`config.mk`:
```
export PLATFORM = sky130hd
export DESIGN_NAME = dm_sb_ctrl
export DESIGN_NICKNAME = d
export VERILOG_FILES = /design/src/rtl/dm_sb_ctrl.sv
export SDC_FILE = /design/constraint.sdc
export NUM_CORES = 1
export LEC_CHECK = 0
export ABC_AREA = 1
export ABC_CLOCK_PERIOD_IN_PS = 7900
export BUFFER_PORTS_ARGS = -buffer_cell sky130_fd_sc_hd__clkbuf_2
export CAP_MARGIN = 30
export CORE_MARGIN = 2
export CORE_UTILIZATION = 32
export DETAILED_ROUTE_END_ITERATION = 12
export PLACE_DENSITY = 0.6
export SLEW_MARGIN = 15
export SYNTH_ARGS = -nofsm -noshare
export SYNTH_HDL_FRONTEND = slang
export SYNTH_SLANG_ARGS = --single-unit
```
`constraint.sdc`:
```
create_clock -name sys_clk -period 7.9 [get_ports sys_clk]
set_input_delay 1.58 -clock sys_clk [delete_from_list [all_inputs] [get_ports sys_clk]]
set_output_delay 1.58 -clock sys_clk [all_outputs]
set_load 0.01 [all_outputs]
```
`src/rtl/dm_sb_ctrl.sv`:
```
// Debug Module system-bus access sequencer: turns sbaddress0/sbdata0 strobes into
// single 8/16/32-bit bus transactions and tracks sbbusy/sberror/sbbusyerror.
module dm_sb_ctrl #(
    parameter int AW      = 32,
    parameter int DW      = 32,
    parameter int TIMEOUT = 256
) (
    input  logic          sys_clk,
    input  logic          sys_rst,
    input  logic [AW-1:0] sbaddress0,
    input  logic          sbaddress0_update,
    input  logic          sbreadonaddr,
    input  logic [DW-1:0] sbdata0,
    input  logic          sbdata0_update,
    input  logic          sbdata0_rd,
    input  logic [2:0]    sbaccess,
    input  logic [2:0]    sberror_w1,
    input  logic          sbbusyerror_w1,
    output logic          sbbusy,
    output logic [2:0]    sberror,
    output logic          sbbusyerror,
    output logic [DW-1:0] system_bus_read_data,
    output logic          system_bus_read_data_valid,
    output logic          m_req_valid,
    input  logic          m_req_ready,
    output logic          m_req_wr,
    output logic [AW-1:0] m_req_addr,
    output logic [3:0]    m_req_be,
    output logic [DW-1:0] m_req_wdata,
    input  logic          m_resp_valid,
    input  logic [DW-1:0] m_resp_rdata,
    input  logic          m_resp_err
);

    localparam int CW = $clog2(TIMEOUT) + 1;

    typedef enum logic [1:0] {IDLE, REQ, RESP} state_t;

    state_t        state;
    logic [CW-1:0] cnt;
    logic [1:0]    size_q;
    logic [1:0]    alo_q;

    logic read_trig, write_trig, trig, misaligned, timed_out;

    function automatic logic [3:0] lane_be(input logic [1:0] size, input logic [1:0] a);
        case (size)
            2'd0:    return 4'b0001 << a;
            2'd1:    return 4'b0011 << a;
            default: return 4'b1111;
        endcase
    endfunction

    function automatic logic [DW-1:0] lane_wdata(input logic [1:0] size, input logic [DW-1:0] d);
        case (size)
            2'd0:    return {4{d[7:0]}};
            2'd1:    return {2{d[15:0]}};
            default: return d;
        endcase
    endfunction

    function automatic logic [DW-1:0] lane_rdata(input logic [1:0] size, input logic [1:0] a,
                                                 input logic [DW-1:0] rd);
        logic [DW-1:0] sh;
        sh = rd >> {a, 3'b000};
        case (size)
            2'd0:    return {{(DW-8){1'b0}}, sh[7:0]};
            2'd1:    return {{(DW-16){1'b0}}, sh[15:0]};
            default: return sh;
        endcase
    endfunction

    assign read_trig  = sbdata0_rd | (sbaddress0_update & sbreadonaddr);
    assign write_trig = sbdata0_update;
    assign trig       = read_trig | write_trig;
    assign misaligned = ((sbaccess[1:0] == 2'd1) && sbaddress0[0]) ||
                        ((sbaccess[1:0] == 2'd2) && (sbaddress0[1:0] != 2'b00));
    // Saturating compare: a late REQ handshake can push cnt one past the limit.
    assign timed_out  = (cnt >= CW'(TIMEOUT - 1));
    assign sbbusy     = (state != IDLE);

    always_ff @(posedge sys_clk or posedge sys_rst) begin
        if (sys_rst) begin
            state                      <= IDLE;
            cnt                        <= '0;
            size_q                     <= '0;
            alo_q                      <= '0;
            sberror                    <= '0;
            sbbusyerror                <= 1'b0;
            system_bus_read_data       <= '0;
            system_bus_read_data_valid <= 1'b0;
            m_req_valid                <= 1'b0;
            m_req_wr                   <= 1'b0;
            m_req_addr                 <= '0;
            m_req_be                   <= '0;
            m_req_wdata                <= '0;
        end else begin
            system_bus_read_data_valid <= 1'b0;
            // Clears first; any set below overrides them in the same cycle.
            sberror     <= sberror & ~sberror_w1;
            sbbusyerror <= sbbusyerror & ~sbbusyerror_w1;
            if (state != IDLE && trig) sbbusyerror <= 1'b1;

            case (state)
                IDLE: begin
                    if (trig && sberror == 3'd0 && !sbbusyerror) begin
                        if (sbaccess > 3'd2) begin
                            sberror <= 3'h4;
                        end else if (misaligned) begin
                            sberror <= 3'h3;
                        end else begin
                            state       <= REQ;
                            cnt         <= '0;
                            size_q      <= sbaccess[1:0];
                            alo_q       <= sbaddress0[1:0];
                            m_req_valid <= 1'b1;
                            m_req_wr    <= write_trig;
                            m_req_addr  <= sbaddress0;
                            m_req_be    <= lane_be(sbaccess[1:0], sbaddress0[1:0]);
                            m_req_wdata <= lane_wdata(sbaccess[1:0], sbdata0);
                        end
                    end
                end
                REQ: begin
                    if (m_req_ready) begin
                        m_req_valid <= 1'b0;
                        state       <= RESP;
                        cnt         <= cnt + 1'b1;
                    end else if (timed_out) begin
                        m_req_valid <= 1'b0;
                        state       <= IDLE;
                        sberror     <= 3'h1;
                    end else begin
                        cnt <= cnt + 1'b1;
                    end
                end
                RESP: begin
                    if (m_resp_valid) begin
                        state <= IDLE;
                        if (m_resp_err) begin
                            sberror <= 3'h2;
                        end else if (!m_req_wr) begin
                            system_bus_read_data_valid <= 1'b1;
                            system_bus_read_data       <= lane_rdata(size_q, alo_q, m_resp_rdata);
                        end
                    end else if (timed_out) begin
                        state   <= IDLE;
                        sberror <= 3'h1;
                    end else begin
                        cnt <= cnt + 1'b1;
                    end
                end
                default: state <= IDLE;
            endcase
        end
    end

endmodule

```
# Word-level counts from Yosys, hierarchy flattened
# Cells that the tools add are included.
# word_totals
ff_bits,122
in_bits,112
wordCells,96
output_inout_bits,108
# op_classes
order_cmp,2
shift,3
n_eq_ne,10
add_sub_neg,1
muxes,36
bitwise_logic,11
n_reduce_logical,20
# ops
op,count
32-bit case mux with 2 select lines,2
9-bit 2-to-1 mux,6
32-bit by 5-bit >> shifter with 32-bit output,1
9-bit case mux with 3 select lines,1
3-bit 2-to-1 mux,7
2-bit 2-to-1 mux,6
1-bit 2-to-1 mux,10
5-bit AND reduction,2
"9-bit by 1-bit adder with 9-bit output, second input constant",1
"9-bit by 8-bit greater-or-equal comparator with 1-bit output, second input constant",1
3-bit case mux with 3 select lines,1
"2-bit inequality test, second input constant",4
4-bit case mux with 2 select lines,1
4-bit AND reduction,2
"2-bit by 1-bit == test with 1-bit output, second input constant",3
2-bit logical NOT,3
2-bit case mux with 3 select lines,1
2-bit nonzero test,3
1-bit logical AND,5
1-bit NOT,5
"2-bit == test, second input constant",2
"1-bit by 2-bit << shifter with 4-bit output, first input constant",1
"2-bit by 2-bit << shifter with 4-bit output, first input constant",1
3-bit bitwise AND,1
11 further kinds,13

# Longest topological paths before layout
# Gate-level depths: netlist (run 1).
# depth
word_depth,7
mapped_depth,14
depth_no_buf,14

# Worst setup path before layout (run 1)
# OpenSTA, ideal clock, no wires.
# synth_path
path_type,input-to-reg
from,input port sbaddress0[0]
to,register m_req_wdata[14]
setup_time_ps,130
required_ps,7770
t_arrival_ps,2515
path_buffers,2
path_stages,8
setup_slack_ps,5255
cell_sequence,inv_1 nand2_1 nand3_1 nand3_1 nor3_1 buf_2 buf_2 a31oi_1
# synth_between
elab_chain_len,5
word_cells_on_any_way,6
classes_between,bitwise (1); reduce/logical (5)
# synth_rtl
item,line,text
"start, declared",10,"input logic [AW-1:0] sbaddress0,"
2-bit nonzero test,77,((sbaccess[1:0] == 2'd2) && (sbaddress0[1:0] != 2'b00));
1-bit logical AND,77,
1-bit logical OR *,76,assign misaligned = ((sbaccess[1:0] == 2'd1) && sbaddress0[0]) ||
1-bit NOT (no source line) *,n/a,
4-bit AND reduction (no source line) *,n/a,
"end signal, assigned",120,"m_req_wdata <= lane_wdata(sbaccess[1:0], sbdata0);"
"end, declared",29,"output logic [DW-1:0] m_req_wdata,"
# Every way passes the cells marked *; elsewhere a longest branch is shown, timed or not.
# A chain may end at the register's enable or synchronous reset.

# Final worst setup path (run 1)
# layout_path
from,input port sbaccess[1]
to,register m_req_be[2]
# layout_between
elab_chain_len,5
word_cells_on_any_way,11
classes_between,order compare (1); eq/ne (2); mux (1); bitwise (2); reduce/logical (5)
# layout_rtl
item,line,text
"start, declared",16,"input logic [2:0] sbaccess,"
"parallel branches: the longest is 5 deep, another holds 3-bit by 2-bit > comparator with 1-bit output",n/a,
"end signal, assigned",119,"m_req_be <= lane_be(sbaccess[1:0], sbaddress0[1:0]);"
"end, declared",28,"output logic [3:0] m_req_be,"
# Several ways; the timed one is not identified.

==> impl_results.md, run 1 <==
* Status: completed
* Max VDD drop at between 0.15 and 0.2 mV
* Synth top area cells: dfrtp_1 (51%), nand2_1 (16%), inv_1 (5.3%), nor2_1 (4.9%), o21ai_0 (4.7%)
* Final nets at 1101
* Worst EP required at 8230 ps
* FF+latch count, synth at 120
* Hold-fix buffers, CTS at 0
* Hold Crit Class: reg -> reg
* Syn-to-layout area delta at 31.9%
* RSZ-0062 raised after global routing: no
* Setup Skew at 10.9 ps
* Synth async-reset ratio at 100%
* CTS clk-pin slew, worst paths at approximately 60 ps
* I/O Buffers at approximately 220
* DP Wirelength at about 13000 um
* RR Startpoint: state[0]$_DFFE_PP0P_
* Setup_tns at 0 ps
* Post-synth top flop: dfrtp_1
* Rows at 49
* Final period util at a little under half
* Final WL at 17900 um
* Largest net degree at the start of global routing at 62
* DRC at 0
* Final Setup Violations at 0
* Reg2reg setup slack at 5200 ps
* Cell count after synthesis at 773
* Slew Limit Headroom at 43.3%
* Setup bufs post-CTS at 0
* Layout cells sized above 1 at 27.0%
* Root Driver: clkbuf_16
* Post-Syn Area at 5910 um2
* CP Class: in -> reg
* Clk_lat worst skew at 420 ps
* Clk buf depth at 2
* Cell Pwr Density at 378 nW/um2
* Final hold vios at 0
* Commonest cells post-synth: nand2_1 (255), dfrtp_1 (120), inv_1 (83), nor2_1 (77), o21ai_0 (56)
* Critical path data arrival time at 4080 ps
* Ant. Diodes at 0
* Num CTS Buffers at 17
* Multi-input logic area at 2430 um2
* Chip height at 140 um
* Core Area at roughly 18000 um2
* Vias in the first global route at about 5600
* R2R depth at 7
* Pleak at approximately 4.2 nW
* Num Clock Sinks at 120
* GRT Total Usage at 18.7%
* Global-route wire length before repair at 29100 um
* H-Tree Depth at 4
* Setup crit end kind: register
* Largest area contributor in the netlist: dfrtp_1
* Minimum clock period at 3740 ps
* R2R Path End: m_req_be[2]$_DFFE_PP0P_
* Hold Crit Start: m_req_wdata[24]$_DFFE_PP0P_
* Dpl cell area at 7200 um2
* Worst-Margin Slew at 850 ps
* Startpoint Class: input port
* Vias per inst at 4.69
* Final hold slack at 480 ps
* Part of the Yosys area used for sequential elements at 50.8%
* Die area at 19600 um2
* Critical path endpoint: m_req_be[2]$_DFFE_PP0P_
* Setup crit start: sbaccess[1]
* Die extent in x at 140 um
* Fill count at around 1900
* Number of routed nets with antenna violations at 0
* Post-synth net total at 891
* CTS tree: done
* Synth unique cells at 32
* Max-capacitance violation count at 0
* Fmax at roughly 0.27 GHz
* RePlAce Congestion at 0.846
* Syn. warnings at 0
* Number of synthesized flops with an enable pin at 0
* WL per Instance at 14.6 um
* GR Overflow Total at 0
* I/O pins at 220
* Routed via count at around 5700
* Yosys top cell area share at 50.8%
* Initial Util at 32.8%
* Initial antenna violation count at 0
* Critical path peak fanout at 61
* Register area at approximately 3000 um2
* Count leader, synth: nand2_1
* 1st-iter DRT viols at between 300 and 400
* TritonRoute pass-1 iters at 4
* Fin area at 7800 um2
* Post-cts resize count at 0
* Synth Area per Inst at 7.65 um2
* Slew Viols, Final at 0
-- cells in the final DEF, fill, tap and decap left out, drive strengths merged, types with 3 or more instances in the layout --
cell type / count
dfrtp: 120
inv: 91
nand3: 30
clkbuf: 237
a21oi: 48
o211ai: 8
a22o: 7
o21ai: 57
clkinvlp: 3
nand2: 258
nor2: 79
ha: 6
a31oi: 4
o22ai: 25
clkinv: 5
buf: 6
-- metrics by stage --
| step | setup WS, ps | instances | utilization (%) | power (mW) |
|---|---|---|---|---|
| after global routing | 3820 | 1225 | 43.3 | 3.18 |
| after global placement | 3720 | 1192 | 39.8 | 2.17 |
| after floorplan | 3130 | 773 | - | 1.71 |
| final | 4160 | 1225 | 43.3 | 2.95 |
| after CTS | 4080 | 1225 | 43.3 | 2.99 |
| after detailed placement | 3650 | 1193 | 39.9 | 2.18 |
-- cells by family (layout without fill, tap and decap cells) --
kind of cell / count (synthesis) / in the layout / synth area share, %
adder cells (fa/ha/maj): 6 / 6 / 1.27
buffers and inverters: 121 / 344 / 8.25
AND/OR/NAND/NOR: 374 / 374 / 25.3
AO/OA/AOI/OAI: 151 / 151 / 14.3
XOR/XNOR: 1 / 1 / 0.148
flip-flops: 120 / 120 / 50.8
-- registers in the layout, summed over array words and instances (netlist names) --
register / flops
m_req_addr: 32
m_req_wdata: 32
system_bus_read_data: 32
cnt: 9
m_req_be: 4
sberror: 3
size_q: 2
state: 2
m_req_valid: 1
m_req_wr: 1
sbbusyerror: 1
system_bus_read_data_valid: 1
-- power breakdown --
| group | total [mW] | switching, mW | internal (mW) |
|---|---|---|---|
| clock network | 0.794 | 0.314 | 0.481 |
| logic | 1.09 | 0.663 | 0.425 |
| registers | 1.07 | 0.182 | 0.889 |
| total | 2.95 | 1.16 | 1.79 |
-- metal layers --
metal	global-route usage, %	wire length, um
met1	25.2	8140
met2	28.8	8130
met3	6.32	1370
met4	5.58	300
met5	0	0
-- critical path, cell delays in order --
cell	delay [ps]
clkbuf_2	550
nor2_4	180
nand2_2	120
nand3_1	110
nor3_2	640
buf_4	630
nor2_1	80
a31oi_1	170
-- area by class of cell --
| cell class | count | share of cell area [%] |
|---|---|---|
| inverter | 87 | 4.22 |
| multi-input combinational | 532 | 31.1 |
| timing repair buffer | 225 | 14.8 |
| clock buffer | 18 | 5.63 |
| sequential | 120 | 38.5 |
| tap | 229 | 3.67 |
| clock inverter | 14 | 2.08 |
-- how the worst min path moves through the flow --
stage,endpoint,slack (ps),cells past startpoint
CTS,m_req_addr[24]$_DFFE_PP0P_,490,2
global route,m_req_addr[20]$_DFFE_PP0P_,500,2
finish,m_req_wdata[24]$_DFFE_PP0P_,480,2
floorplan,size_q[0]$_DFFE_PP0P_,460,2
detailed placement,m_req_addr[19]$_DFFE_PP0P_,470,2
global placement,m_req_addr[20]$_DFFE_PP0P_,470,2
Note: power is estimated with default switching activity, not from simulation.
==> run 2: changes to the inputs <==
--- a/config.mk
+++ b/config.mk
@@ -6,7 +6,7 @@
 export NUM_CORES = 1
 export LEC_CHECK = 0
 export ABC_AREA = 1
-export ABC_CLOCK_PERIOD_IN_PS = 7900
+export ABC_CLOCK_PERIOD_IN_PS = 3500
 export BUFFER_PORTS_ARGS = -buffer_cell sky130_fd_sc_hd__clkbuf_2
 export CAP_MARGIN = 30
 export CORE_MARGIN = 2
==> constraint.sdc (replaced) <==
create_clock -name sys_clk -period 3.5 [get_ports sys_clk]
set_input_delay 0.7 -clock sys_clk [delete_from_list [all_inputs] [get_ports sys_clk]]
set_output_delay 0.7 -clock sys_clk [all_outputs]
set_load 0.01 [all_outputs]
==> impl_results.md, run 2 (same netlist as run 1, synthesis figures left out) <==
* Status: completed (unchanged)
* Rows at 49 (unchanged)
* Most used cell, CP: inv_1
* Setup_tns at 0 ps (unchanged)
* R2R depth at 6 (was 7)
* Minimum clock period at 2320 ps
* CTS clk-pin slew, worst paths at 60 ps (about the same)
* Multi-input logic area at 2430 um2 (unchanged)
* Max-capacitance violation count at 0 (unchanged)
* Max stage delay on crit path at 420 ps (was 640 ps)
* Clk_lat worst skew at 410 ps (was 420 ps)
* Post-cts resize count at 0 (unchanged)
* TritonRoute pass-1 iters at 5 (was 4)
* Largest net degree at the start of global routing at 75 (was 62)
* CTS tree: done (unchanged)
* Final hold slack at 228 ps (was 480 ps)
* Final hold vios at 0 (unchanged)
* DP Wirelength at 13100 um (about the same)
* Startpoint Class: register (was input port)
* Pleak at 4.29 nW (was 4.23 nW)
* Max VDD drop at 0.373 mV (was 0.161 mV)
* Critical path peak fanout at 8 (was 61)
* Final Setup Violations at 0 (unchanged)
* Commonest non-fill, non-tap cell in the layout: nand2_1 (unchanged)
* Worst path cell trace: inv_1, ha_1, inv_1, clkbuf_2 (was clkbuf_2, nor2_4, nand2_2, nand3_1, nor3_2, buf_4, nor2_1, a31oi_1)
* GRT Total Usage at 18.7% (about the same)
* 1st-iter DRT viols at 285 (was 360)
* Register area at 3000 um2 (unchanged)
* Layout cells sized above 1 at 27.3% (was 27.0%)
* Initial antenna violation count at 0 (unchanged)
* Leading cell types in the layout, fill and taps excluded: nand2_1 (255), clkbuf_2 (219), dfrtp_1 (120), inv_1 (82), nor2_1 (77) (unchanged)
* Cell Pwr Density at 857 nW/um2 (was 378 nW/um2)
* WL per Instance at 14.6 um (about the same)
* Hold Crit Class: in -> async (was reg -> reg)
* Fin util at 43.9% (was 43.3%)
* RSZ-0062 raised after global routing: no (unchanged)
* Number of routed nets with antenna violations at 0 (unchanged)
* Slowest stage cell, crit path: dfrtp_1 (was nor3_2)
* Num Clock Sinks at 120 (unchanged)
* GR Overflow Total at 0 (unchanged)
* Worst-Margin Slew at 749 ps (was 850 ps)
* Clk buf depth at 2 (unchanged)
* Chip height at 140 um (unchanged)
* I/O Buffers at 219 (unchanged)
* Total Power at 6.78 mW (was 2.95 mW)
* Global-route wire length before repair at 29300 um (was 29100 um)
* Worst EP required at 2800 ps (was 8230 ps)
* RePlAce Congestion at 0.844 (was 0.846)
* Setup Skew at 11.8 ps (was 10.9 ps)
* Initial Util at 32.8% (unchanged)
* Fill count at 1897 (was 1881)
* Setup crit end kind: output port (was register)
* Slew Limit Headroom at 49.8% (was 43.3%)
* Ant. Diodes at 0 (unchanged)
* Routed via count at 5699 (was 5743)
* Biggest regs: m_req_addr x32, m_req_wdata x32, system_bus_read_data x32 (unchanged)
* Die area at 19600 um2 (unchanged)
* Num CTS Buffers at 17 (unchanged)
* Final WL at 17900 um (unchanged)
* I/O pins at 220 (unchanged)
* Hold-fix buffers, CTS at 0 (unchanged)
* Root Driver: clkbuf_16 (unchanged)
* Vias in the first global route at 5639 (was 5584)
* Setup bufs post-CTS at 0 (unchanged)
* CP Class: reg -> out (was in -> reg)
* H-Tree Depth at 4 (unchanged)
* Fmax at 0.431 GHz
* Final period util at 66.4%
* Die extent in x at 140 um (unchanged)
* Core Area at 18000 um2 (unchanged)
* Syn-to-layout area delta at 33.8% (was 31.9%)
* DRC at 0 (unchanged)
* Slew Viols, Final at 0 (unchanged)
* Final nets at 1107 (was 1101)
* Critical path data arrival time at 1620 ps (was 4080 ps)
* Vias per inst at 4.63 (was 4.69)
-- run 2: changes by cell type in the layout (fill, tap and decap cells not counted) --
cell and change:
buf_12 +3, buf_16 +1, inv_8 -2, buf_4 +2, clkinv_4 +1, clkinv_2 +1
bufinv_16 +1, inv_4 -1, clkbuf_1 +1, clkinvlp_4 -1
-- run 2: power breakdown --
| part | internal (mW) | total (mW) | switching, mW |
|---|---|---|---|
| clock | 1.15 | 1.82 | 0.673 |
| sequential | 2.01 | 2.39 | 0.379 |
| combinational | 1.01 | 2.57 | 1.56 |
| total | 4.17 | 6.78 | 2.61 |
-- run 2: final timing paths --
check	startpoint	end	slack, ps
min reg2reg	m_req_wdata[24]$_DFFE_PP0P_	m_req_wdata[24]$_DFFE_PP0P_	480
min in group sys_clk	sbaddress0[20]	m_req_addr[20]$_DFFE_PP0P_	480
max in group asynchronous	sys_rst	m_req_wdata[9]$_DFFE_PP0P_	2740
max reg2reg	state[0]$_DFFE_PP0P_	system_bus_read_data[22]$_DFFE_PP0P_	1300
min	sys_rst	system_bus_read_data[9]$_DFFE_PP0P_	230
max	state[0]$_DFFE_PP0P_	sbbusy	1180
-- run 2: metal layers --
layer,GRT usage [%],vias up,wire [um]
li1,-,2911,-
met1,25.9,2570,8410
met2,28.0,203,7850
met3,6.26,15,1380
met4,5.26,0,286
met5,0,-,0
-- run 2: area by class of cell --
type / count / area share [%]
clock buffer: 19 / 5.60
multi-input combinational: 532 / 30.7
clock inverter: 13 / 2.13
tap: 229 / 3.62
inverter: 87 / 4.17
sequential: 120 / 37.9
timing repair buffer: 231 / 15.9
-- run 2: critical path: cells and delay by family, from the launching register on --
family | cells | cell delay, ps
DFF | 1 | 420
buffers and inverters | 3 | 440
adders and majority gates | 1 | 360
-- run 2: through the flow --
stage | worst slack [ps] | std cells | area (um2)
detailed placement | 986 | 1198 | 7280
global route | 1010 | 1231 | 7920
global placement | 1090 | 1197 | 7260
floorplan | 1330 | 773 | 5920
finish | 1180 | 1231 | 7920
CTS | 1130 | 1230 | 7890
